===== config.mk =====
export PLATFORM = sky130hd
export DESIGN_NAME = uart_tx_arbiter
export DESIGN_NICKNAME = d
export VERILOG_FILES = /design/src/rtl/uart_pkg.sv /design/src/rtl/rr_pick.sv /design/src/rtl/uart_tx_arbiter.sv
export SDC_FILE = /design/constraint.sdc
export NUM_CORES = 1
export LEC_CHECK = 0
export BUFFER_PORTS_ARGS = -buffer_cell sky130_fd_sc_hd__buf_4
export CAP_MARGIN = 20
export CORE_MARGIN = 4
export CORE_UTILIZATION = 45
export CTS_CLUSTER_DIAMETER = 150
export DETAILED_ROUTE_END_ITERATION = 12
export GPL_TIMING_DRIVEN = 0
export PLACE_DENSITY = 0.72
export SLEW_MARGIN = 40
export SYNTH_ARGS = -nofsm -noshare
export SYNTH_HDL_FRONTEND = slang
export SYNTH_SLANG_ARGS = --single-unit

===== constraint.sdc =====
create_clock -name clk -period 2.42 [get_ports clk]
set_input_delay 0.484 -clock clk [delete_from_list [all_inputs] [get_ports clk]]
set_output_delay 0.484 -clock clk [all_outputs]
set_load 0.02 [all_outputs]

===== src/rtl/uart_pkg.sv =====
// Shared types and helpers for the UART transmit arbiter: FSM encoding,
// default character width, index-width and one-hot helpers.
package uart_pkg;

  localparam int W_DEFAULT = 8;

  typedef enum logic [1:0] {
    ST_IDLE  = 2'd0,
    ST_SEND  = 2'd1,
    ST_ACK   = 2'd2,
    ST_DRAIN = 2'd3
  } state_e;

  // Index width that never collapses to zero bits.
  function automatic int clog2_min1(input int n);
    return (n <= 2) ? 1 : $clog2(n);
  endfunction

  function automatic logic [7:0] onehot8(input logic [2:0] idx);
    return 8'(1) << idx;
  endfunction

endpackage


===== src/rtl/rr_pick.sv =====
// Combinational round-robin pick: first asserted request at or above i_ptr,
// wrapping at N_REQ, returned as one-hot, index and an any-hit flag.
module rr_pick
  import uart_pkg::*;
#(
  parameter int N_REQ = 4,
  parameter int IW    = clog2_min1(N_REQ)
) (
  input  logic [N_REQ-1:0] i_req,
  input  logic [IW-1:0]    i_ptr,
  output logic [N_REQ-1:0] o_onehot,
  output logic [IW-1:0]    o_idx,
  output logic             o_any
);

  logic [IW-1:0] w_cand [N_REQ];

  // Candidate gi is the requester gi positions after the pointer, modulo N_REQ.
  genvar gi;
  for (gi = 0; gi < N_REQ; gi++) begin : g_cand
    logic [IW:0] w_sum;
    assign w_sum = {1'b0, i_ptr} + (IW+1)'(gi);
    assign w_cand[gi] = (w_sum >= (IW+1)'(N_REQ)) ? IW'(w_sum - (IW+1)'(N_REQ))
                                                  : IW'(w_sum);
  end

  always_comb begin
    o_idx = '0;
    o_any = 1'b0;
    for (int i = N_REQ - 1; i >= 0; i--) begin
      if (i_req[w_cand[i]]) begin
        o_idx = w_cand[i];
        o_any = 1'b1;
      end
    end
    o_onehot = o_any ? N_REQ'(onehot8(3'(o_idx))) : '0;
  end

endmodule


===== src/rtl/uart_tx_arbiter.sv =====
// Shares one UART transmitter among N_REQ byte-stream requesters: round-robin
// grant held for a whole packet, per-byte write/busy handshake, gap watchdog.
module uart_tx_arbiter
  import uart_pkg::*;
#(
  parameter int N_REQ       = 4,
  parameter int W           = W_DEFAULT,
  parameter int GAP_TIMEOUT = 1024,
  parameter int ACK_TIMEOUT = 4
) (
  input  logic               clk,
  input  logic               rst,
  input  logic [N_REQ-1:0]   req_valid,
  input  logic [N_REQ*W-1:0] req_data,
  input  logic [N_REQ-1:0]   req_last,
  output logic [N_REQ-1:0]   req_ready,
  output logic [W-1:0]       tx_data,
  output logic               tx_wr,
  input  logic               tx_busy,
  output logic [N_REQ-1:0]   grant,
  output logic               drop
);

  localparam int IW = clog2_min1(N_REQ);
  localparam int GW = clog2_min1(GAP_TIMEOUT);
  localparam int AW = clog2_min1(ACK_TIMEOUT + 1);

  state_e             r_state;
  state_e             w_state_next;
  logic [N_REQ-1:0]   r_grant;
  logic [IW-1:0]      r_owner;
  logic [IW-1:0]      r_rr_ptr;
  logic [W-1:0]       r_tx_data;
  logic               r_last_f;
  logic [GW-1:0]      r_gap_cnt;
  logic [AW-1:0]      r_ack_cnt;

  logic [N_REQ-1:0]   w_pick_onehot;
  logic [IW-1:0]      w_pick_idx;
  logic               w_pick_any;
  logic [W-1:0]       w_owner_data;
  logic [IW-1:0]      w_owner_inc;
  logic               w_fire;
  logic               w_gap_tick;
  logic               w_gap_expire;

  rr_pick #(
    .N_REQ (N_REQ),
    .IW    (IW)
  ) u_rr_pick (
    .i_req    (req_valid),
    .i_ptr    (r_rr_ptr),
    .o_onehot (w_pick_onehot),
    .o_idx    (w_pick_idx),
    .o_any    (w_pick_any)
  );

  assign w_owner_data = req_data[int'(r_owner)*W +: W];
  assign w_owner_inc  = (r_owner == IW'(N_REQ - 1)) ? '0 : r_owner + 1'b1;

  always_comb begin
    w_state_next = r_state;
    w_fire       = 1'b0;
    w_gap_tick   = 1'b0;
    w_gap_expire = 1'b0;
    case (r_state)
      ST_IDLE: begin
        if (w_pick_any) w_state_next = ST_SEND;
      end
      ST_SEND: begin
        // A busy transmitter pauses both sending and the gap watchdog.
        if (!tx_busy) begin
          if (req_valid[r_owner]) begin
            w_fire       = 1'b1;
            w_state_next = ST_ACK;
          end else begin
            w_gap_tick = 1'b1;
            if (r_gap_cnt == GW'(GAP_TIMEOUT - 1)) begin
              w_gap_expire = 1'b1;
              w_state_next = ST_IDLE;
            end
          end
        end
      end
      ST_ACK: begin
        if (tx_busy || r_ack_cnt == AW'(ACK_TIMEOUT - 1)) w_state_next = ST_DRAIN;
      end
      ST_DRAIN: begin
        if (!tx_busy) w_state_next = r_last_f ? ST_IDLE : ST_SEND;
      end
      default: w_state_next = ST_IDLE;
    endcase
  end

  always_ff @(posedge clk or negedge rst) begin
    if (!rst) begin
      r_state   <= ST_IDLE;
      r_grant   <= '0;
      r_owner   <= '0;
      r_rr_ptr  <= '0;
      r_tx_data <= '0;
      r_last_f  <= 1'b0;
      r_gap_cnt <= '0;
      r_ack_cnt <= '0;
    end else begin
      r_state <= w_state_next;
      case (r_state)
        ST_IDLE: begin
          if (w_pick_any) begin
            r_grant   <= w_pick_onehot;
            r_owner   <= w_pick_idx;
            r_gap_cnt <= '0;
          end
        end
        ST_SEND: begin
          if (w_fire) begin
            r_tx_data <= w_owner_data;
            r_last_f  <= req_last[r_owner];
            r_gap_cnt <= '0;
            r_ack_cnt <= '0;
          end else if (w_gap_expire) begin
            r_grant   <= '0;
            r_rr_ptr  <= w_owner_inc;
            r_gap_cnt <= '0;
          end else if (w_gap_tick) begin
            r_gap_cnt <= r_gap_cnt + 1'b1;
          end
        end
        ST_ACK: begin
          r_ack_cnt <= r_ack_cnt + 1'b1;
        end
        ST_DRAIN: begin
          if (!tx_busy && r_last_f) begin
            r_grant  <= '0;
            r_rr_ptr <= w_owner_inc;
          end
        end
        default: ;
      endcase
    end
  end

  // Data is forwarded during the strobe cycle so it is valid from tx_wr onward.
  assign tx_wr     = w_fire;
  assign req_ready = w_fire ? r_grant : '0;
  assign tx_data   = w_fire ? w_owner_data : r_tx_data;
  assign grant     = r_grant;
  assign drop      = w_gap_expire;

endmodule

Word level (Yosys, flattened, before mapping)
Index checks and enable logic that the tools add are counted.
{"block": "totals", "ff_bits": 32, "input_bits": 43, "out_inout_bits": 18}
{"block": "op_classes", "addsub": 10, "n_lt_le_gt_ge": 9, "eq_ne": 16, "shift": 2, "mux": 61, "n_reduce_logical": 15}
{"cell": "$mux 10", "count": 4}
{"cell": "$mux 2", "count": 18}
{"cell": "$shiftx 32x6->8", "count": 1}
{"cell": "$mux 1", "count": 21}
{"cell": "$mux 4", "count": 5}
{"cell": "$pmux 10 s2", "count": 1}
{"cell": "$lt 2x3->1 const B", "count": 5}
{"cell": "$ne 2x2->1 const B", "count": 7}
{"cell": "$bmux 1 s2", "count": 6}
{"cell": "$pmux 4 s3", "count": 1}
{"cell": "$add 10x1->10 const B", "count": 1}
{"cell": "$eq 10x10->1 const B", "count": 1}
{"cell": "$reduce_and 5->1", "count": 2}
{"cell": "$ge 3x3->1 const B", "count": 3}
{"cell": "$mux 8", "count": 1}
{"cell": "$pmux 2 s4", "count": 1}
{"cell": "$sub 2x1->2 const B", "count": 4}
{"cell": "$add 2x2->3 const B", "count": 2}
{"cell": "$eq 2x2->1 const B", "count": 3}
{"cell": "$pmux 3 s2", "count": 1}
{"cell": "$reduce_and 2->1", "count": 3}
{"cell": "$reduce_bool 2->1", "count": 3}
{"cell": "$ne 4x4->1 const B", "count": 1}
{"cell": "$pmux 2 s2", "count": 1}
{"cell": "17 further kinds", "count": 17}

Logic depth before layout (Yosys ltp)
{"block": "logic_depth", "depth_word": 12, "ltp_mapped": 6}

Cells and area by module
Synthesis repeated with hierarchy kept, for this count alone.
{"block": "hier_totals", "cells_unflattened": 203, "area_unflattened_um2": 2174.6}
{"mod": "uart_tx_arbiter", "n_inst": 1, "cells_each": 173, "area_each_um2": 1999.4, "seq_area_each_um2": 800.8}
{"mod": "rr_pick", "n_inst": 1, "cells_each": 30, "area_each_um2": 175.2, "seq_area_each_um2": 0.0}

Least setup slack after synthesis
OpenSTA, ideal clock, no wires.
{"block": "synth_path", "path_type": "input -> output", "start": "input req_valid[3]", "end": "output drop", "arrival_ps": 1947, "slack_ps": -11, "stages": 3, "path_cell_list": "mux4_2 -> nand2b_1 -> nor4_1"}
{"block": "synth_via", "elab_chain_len": 5}
{"element": "from (decl)", "line": "uart_tx_arbiter.sv:13", "text": "input logic [N_REQ-1:0] req_valid,"}
{"element": "$bmux 1 s2", "line": "uart_tx_arbiter.sv:73", "text": "if (req_valid[r_owner]) begin"}
{"element": "$mux 1 (not written as such)", "line": "uart_tx_arbiter.sv:73"}
{"element": "$mux 1", "line": "uart_tx_arbiter.sv:73"}
{"element": "$mux 1", "line": "uart_tx_arbiter.sv:72", "text": "if (!tx_busy) begin"}
{"element": "$mux 1", "line": "uart_tx_arbiter.sv:66", "text": "case (r_state)"}
{"element": "to (decl)", "line": "uart_tx_arbiter.sv:21", "text": "output logic drop"}
No other way between the ends. The select of a mux whose other input is x is not followed.

Worst setup path after layout
{"block": "layout_path", "start": "register r_owner[0]", "end": "output tx_data[4]"}
{"block": "layout_via", "elab_chain_len": 6}
{"element": "from (decl)", "line": "uart_tx_arbiter.sv:31", "text": "logic [IW-1:0] r_owner;"}
{"element": "from (signal assigned)", "line": "uart_tx_arbiter.sv:111", "text": "r_owner <= w_pick_idx;"}
{"element": "$bmux 1 s2", "line": "uart_tx_arbiter.sv:73"}
{"element": "$mux 1 (not written as such)", "line": "uart_tx_arbiter.sv:73"}
{"element": "$mux 1", "line": "uart_tx_arbiter.sv:73"}
{"element": "$mux 1", "line": "uart_tx_arbiter.sv:72"}
{"element": "$mux 1", "line": "uart_tx_arbiter.sv:66"}
{"element": "$mux 8 (*)"}
{"element": "to (decl)", "line": "uart_tx_arbiter.sv:17", "text": "output logic [W-1:0] tx_data,"}
Mark *: on every way between the ends. The rest lies on a longest branch, timed or not. The select of a mux whose other input is x is not followed.

==> reports/results.txt <==
Worst Max-Slew Pin Slew: 0.5157 ns
Number of nets with antenna violations after routing: 0
Fillers: 350
First-pass GRT wire length: 8114 µm
Ys Warns: 0
Critical path type: reg -> out
Commonest cells in the netlist: nand2_1 (51), dfrtp_1 (32), o21ai_0 (15)
Register area share after synthesis: 40.38%
Mapped Cells: 207
Skew-Pair Late Insertion Delay: 0.28 ns
Vias in the first global route: 1,831
CP Max Fanout: 5
H-tree levels: 2
Syn Nets: 254
Aggregate routed wire length: 5108 µm
Final period util: 96.20%
Place WS: -0.1438 ns
Port bufs: 60
Xor-xnor portion of the synthesized cell area: 0%
Yosys cell types: 50
Sequential fraction of design power: 30.2%
CTS hold repair buffers: 0
Post-synth EDFFs: 0
Nets: 331
Ant diodes: 0
Top cell type's share of synthesized area: 40.38%
Max-slew headroom: 65.62%
P_int: 1.672 mW
CTS Buffer Depth: 2
Maxcap violations: 0
Final Hold Viols: 0
Iter 0 DRT Violations: 96
Post-synth top area cell: dfrtp_1
Via count: 1,910
Dominant synthesized flop cell: dfrtp_1
# DRC: 0
Share of layout cells above drive strength 1: 41.05%
Sink Count: 32
Crit path capture type: output pin
Vias per cell: 5.701
CP required: 1.94 ns
Hold WC Path Type: in -> async
Compound-Gate Fraction of Synth Area: 16.47%
Die ar.: 0.005533 mm²
Hpwl dp: 3806 µm
Initial antenna violation count: 0
Row cnt: 23
P_leak: 1.314 nW
Largest net degree at the start of global routing: 33
Fin Clk Skew: 0.008557 ns
Tot GR Track Use: 19.01%
Root Buffer: clkbuf_8
Pre-antenna DRT Iters: 4
TNS Setup: 0 ns
Final Critical Period: 2.328 ns
IO Pins: 61
Largest family of logic cells by synthesized area: simple AND/OR/NAND/NOR gates
Starting Density: 47.86%
Simple-gate share of the synthesized area: 24.48%
TritonCTS Buffers: 5
DR WL/cell: 15.25 µm
Sw frac: 40.20%
Count of pins over their slew limit: 0
DIE HEIGHT: 74.39 µm
PD cells: 1007 mW/mm²
Adder-Cell Fraction of Synth Area: 2.524%
CTS tree: yes
CP Launch Type: flop
Endpoints failing setup: 0
Largest cells by area after synthesis: dfrtp_1 (40%), mux4_2 (11%), nand2_1 (9.7%)
Top-count cell post-synth: nand2_1
Core Region: 0.004144 mm²
Fmax achieved: 429.5 MHz
Clk pwr share: 15.0%
Total power: 2.796 mW
GP Congestion: 0.8065
Yosys reg bits: 32
Setup WS post-layout: 0.09197 ns
Gr ovfl total: 0
Die width: 74.39 µm
Mux contribution to synthesized area: 13.06%
RSZ-0062 raised after global routing: yes
Clock slew at reported path FFs: 0.07 ns
Status: completed
P&R area growth vs syn: 39.94%
Hold_ws: 0.1293 ns
Maximum vdd drop: 0.5113 mV
Critical Path AT: 1.84 ns
Post-synthesis async set-or-reset flop share: 100.0%
Switching power: 1.124 mW
Mean Syn Cell Area: 9.580 µm²
Comb power frac: 54.8%
Post-Syn Area: 0.001983 mm²
-- final cells by class --
cell class              instances  area (µm²)  share of cell area, %
clock inverters                 2       10.01                 0.3607
multi-input cells             162        1189                  42.83
plain buffers                   7       57.56                  2.074
flip-flops and latches         32       800.8                  28.85
repair buffers                 70       548.0                  19.75
clock buffers                   6       82.58                  2.976
inverters                       6       25.02                 0.9017
well taps                      50       62.56                  2.254
-- critical path, stage by stage, from the launching register on --
cell     delay [ns]
dfrtp_1        0.37
mux4_2         0.56
buf_6          0.17
nand2_8        0.08
buf_6          0.13
nand2_2        0.06
nand2_1        0.08
buf_6          0.12
-- final timing paths --
| path | end | depth (start not counted) | slack, ns | startpoint |
|---|---|---|---|---|
| worst min-delay path | r_gap_cnt[4] | 1 | 0.13 | rst |
| max in group asynchronous | r_tx_data[5] | 1 | 1.98 | rst |
| worst max register to register | r_rr_ptr[1] | 5 | 0.42 | r_gap_cnt[0] |
| worst max-delay path | tx_data[4] | 7 | 0.09 | r_owner[0] |
| worst min register to register | r_tx_data[1] | 2 | 0.47 | r_tx_data[1] |
| min in group clk | r_tx_data[1] | 2 | 0.47 | r_tx_data[1] |
-- what timing repair did --
| item | in CTS | in global routing |
|---|---|---|
| gates cloned | 0 | 1 |
| pin swaps | 0 | 6 |
| buffers inserted | 2 | 7 |
| resized for setup | 10 | 20 |
| endpoints found under the setup margin | 10 | 9 |
-- cells in the final DEF, fill, tap and decap left out, types with 5 or more instances in the layout --
| master | netlist | layout |
|---|---|---|
| buf_4 | 0 | 64 |
| nand2_1 | 51 | 41 |
| dfrtp_1 | 32 | 32 |
| o21ai_0 | 15 | 15 |
| mux4_2 | 10 | 10 |
| buf_6 | 1 | 10 |
| nand2_2 | 0 | 9 |
| nand3_1 | 7 | 7 |
| a21oi_1 | 6 | 6 |
| o31ai_1 | 6 | 6 |
| clkbuf_8 | 0 | 6 |
| inv_1 | 5 | 5 |
| nand2b_1 | 6 | 5 |
| nor2_1 | 5 | 5 |
-- flip-flops by register name (all words and copies together), names as in the netlist, named ones only --
| signal | flops |
|---|---|
| r_gap_cnt | 10 |
| r_rr_ptr | 2 |
| r_owner | 2 |
| r_tx_data | 8 |
| r_last_f | 1 |
| r_state | 1 |
| r_ack_cnt | 3 |
| grant | 4 |
-- power groups by stage --
stage / sequential (mW) / combinational (mW) / clock [mW]
2_1_floorplan: 0.845 / 0.854 / 0
3_3_place_gp: 0.843 / 1.27 / 0
3_5_place_dp: 0.847 / 1.29 / 0
4_1_cts: 0.839 / 1.37 / 0.431
5_1_grt: 0.872 / 1.66 / 0.466
6_report: 0.845 / 1.53 / 0.420
-- metal layers --
metal	vias to the layer above	wire length, µm	track usage [%]
met4	0	23	4.743
li1	929	-	-
met2	64	2532	31.41
met1	915	2148	24.25
met3	2	404	6.081
met5	-	0	0
-- through the flow --
stage,util [%],cell area (µm²),std cells
finish,66.97,2775,335
global route,66.97,2775,335
CTS,63.86,2646,327
detailed placement,60.39,2502,317
global placement,60.39,2502,317
floorplan,-,1989,207
-- logic make-up after synthesis --
| logic type | after synthesis |
|---|---|
| adders and majority gates | 4 |
| and+or+nand+nor | 97 |
| buffers and inverters | 13 |
| AOI/OAI and AO/OA | 48 |
| DFF | 32 |
| muxes | 13 |
No activity file was read; power rests on OpenSTA's default activity.
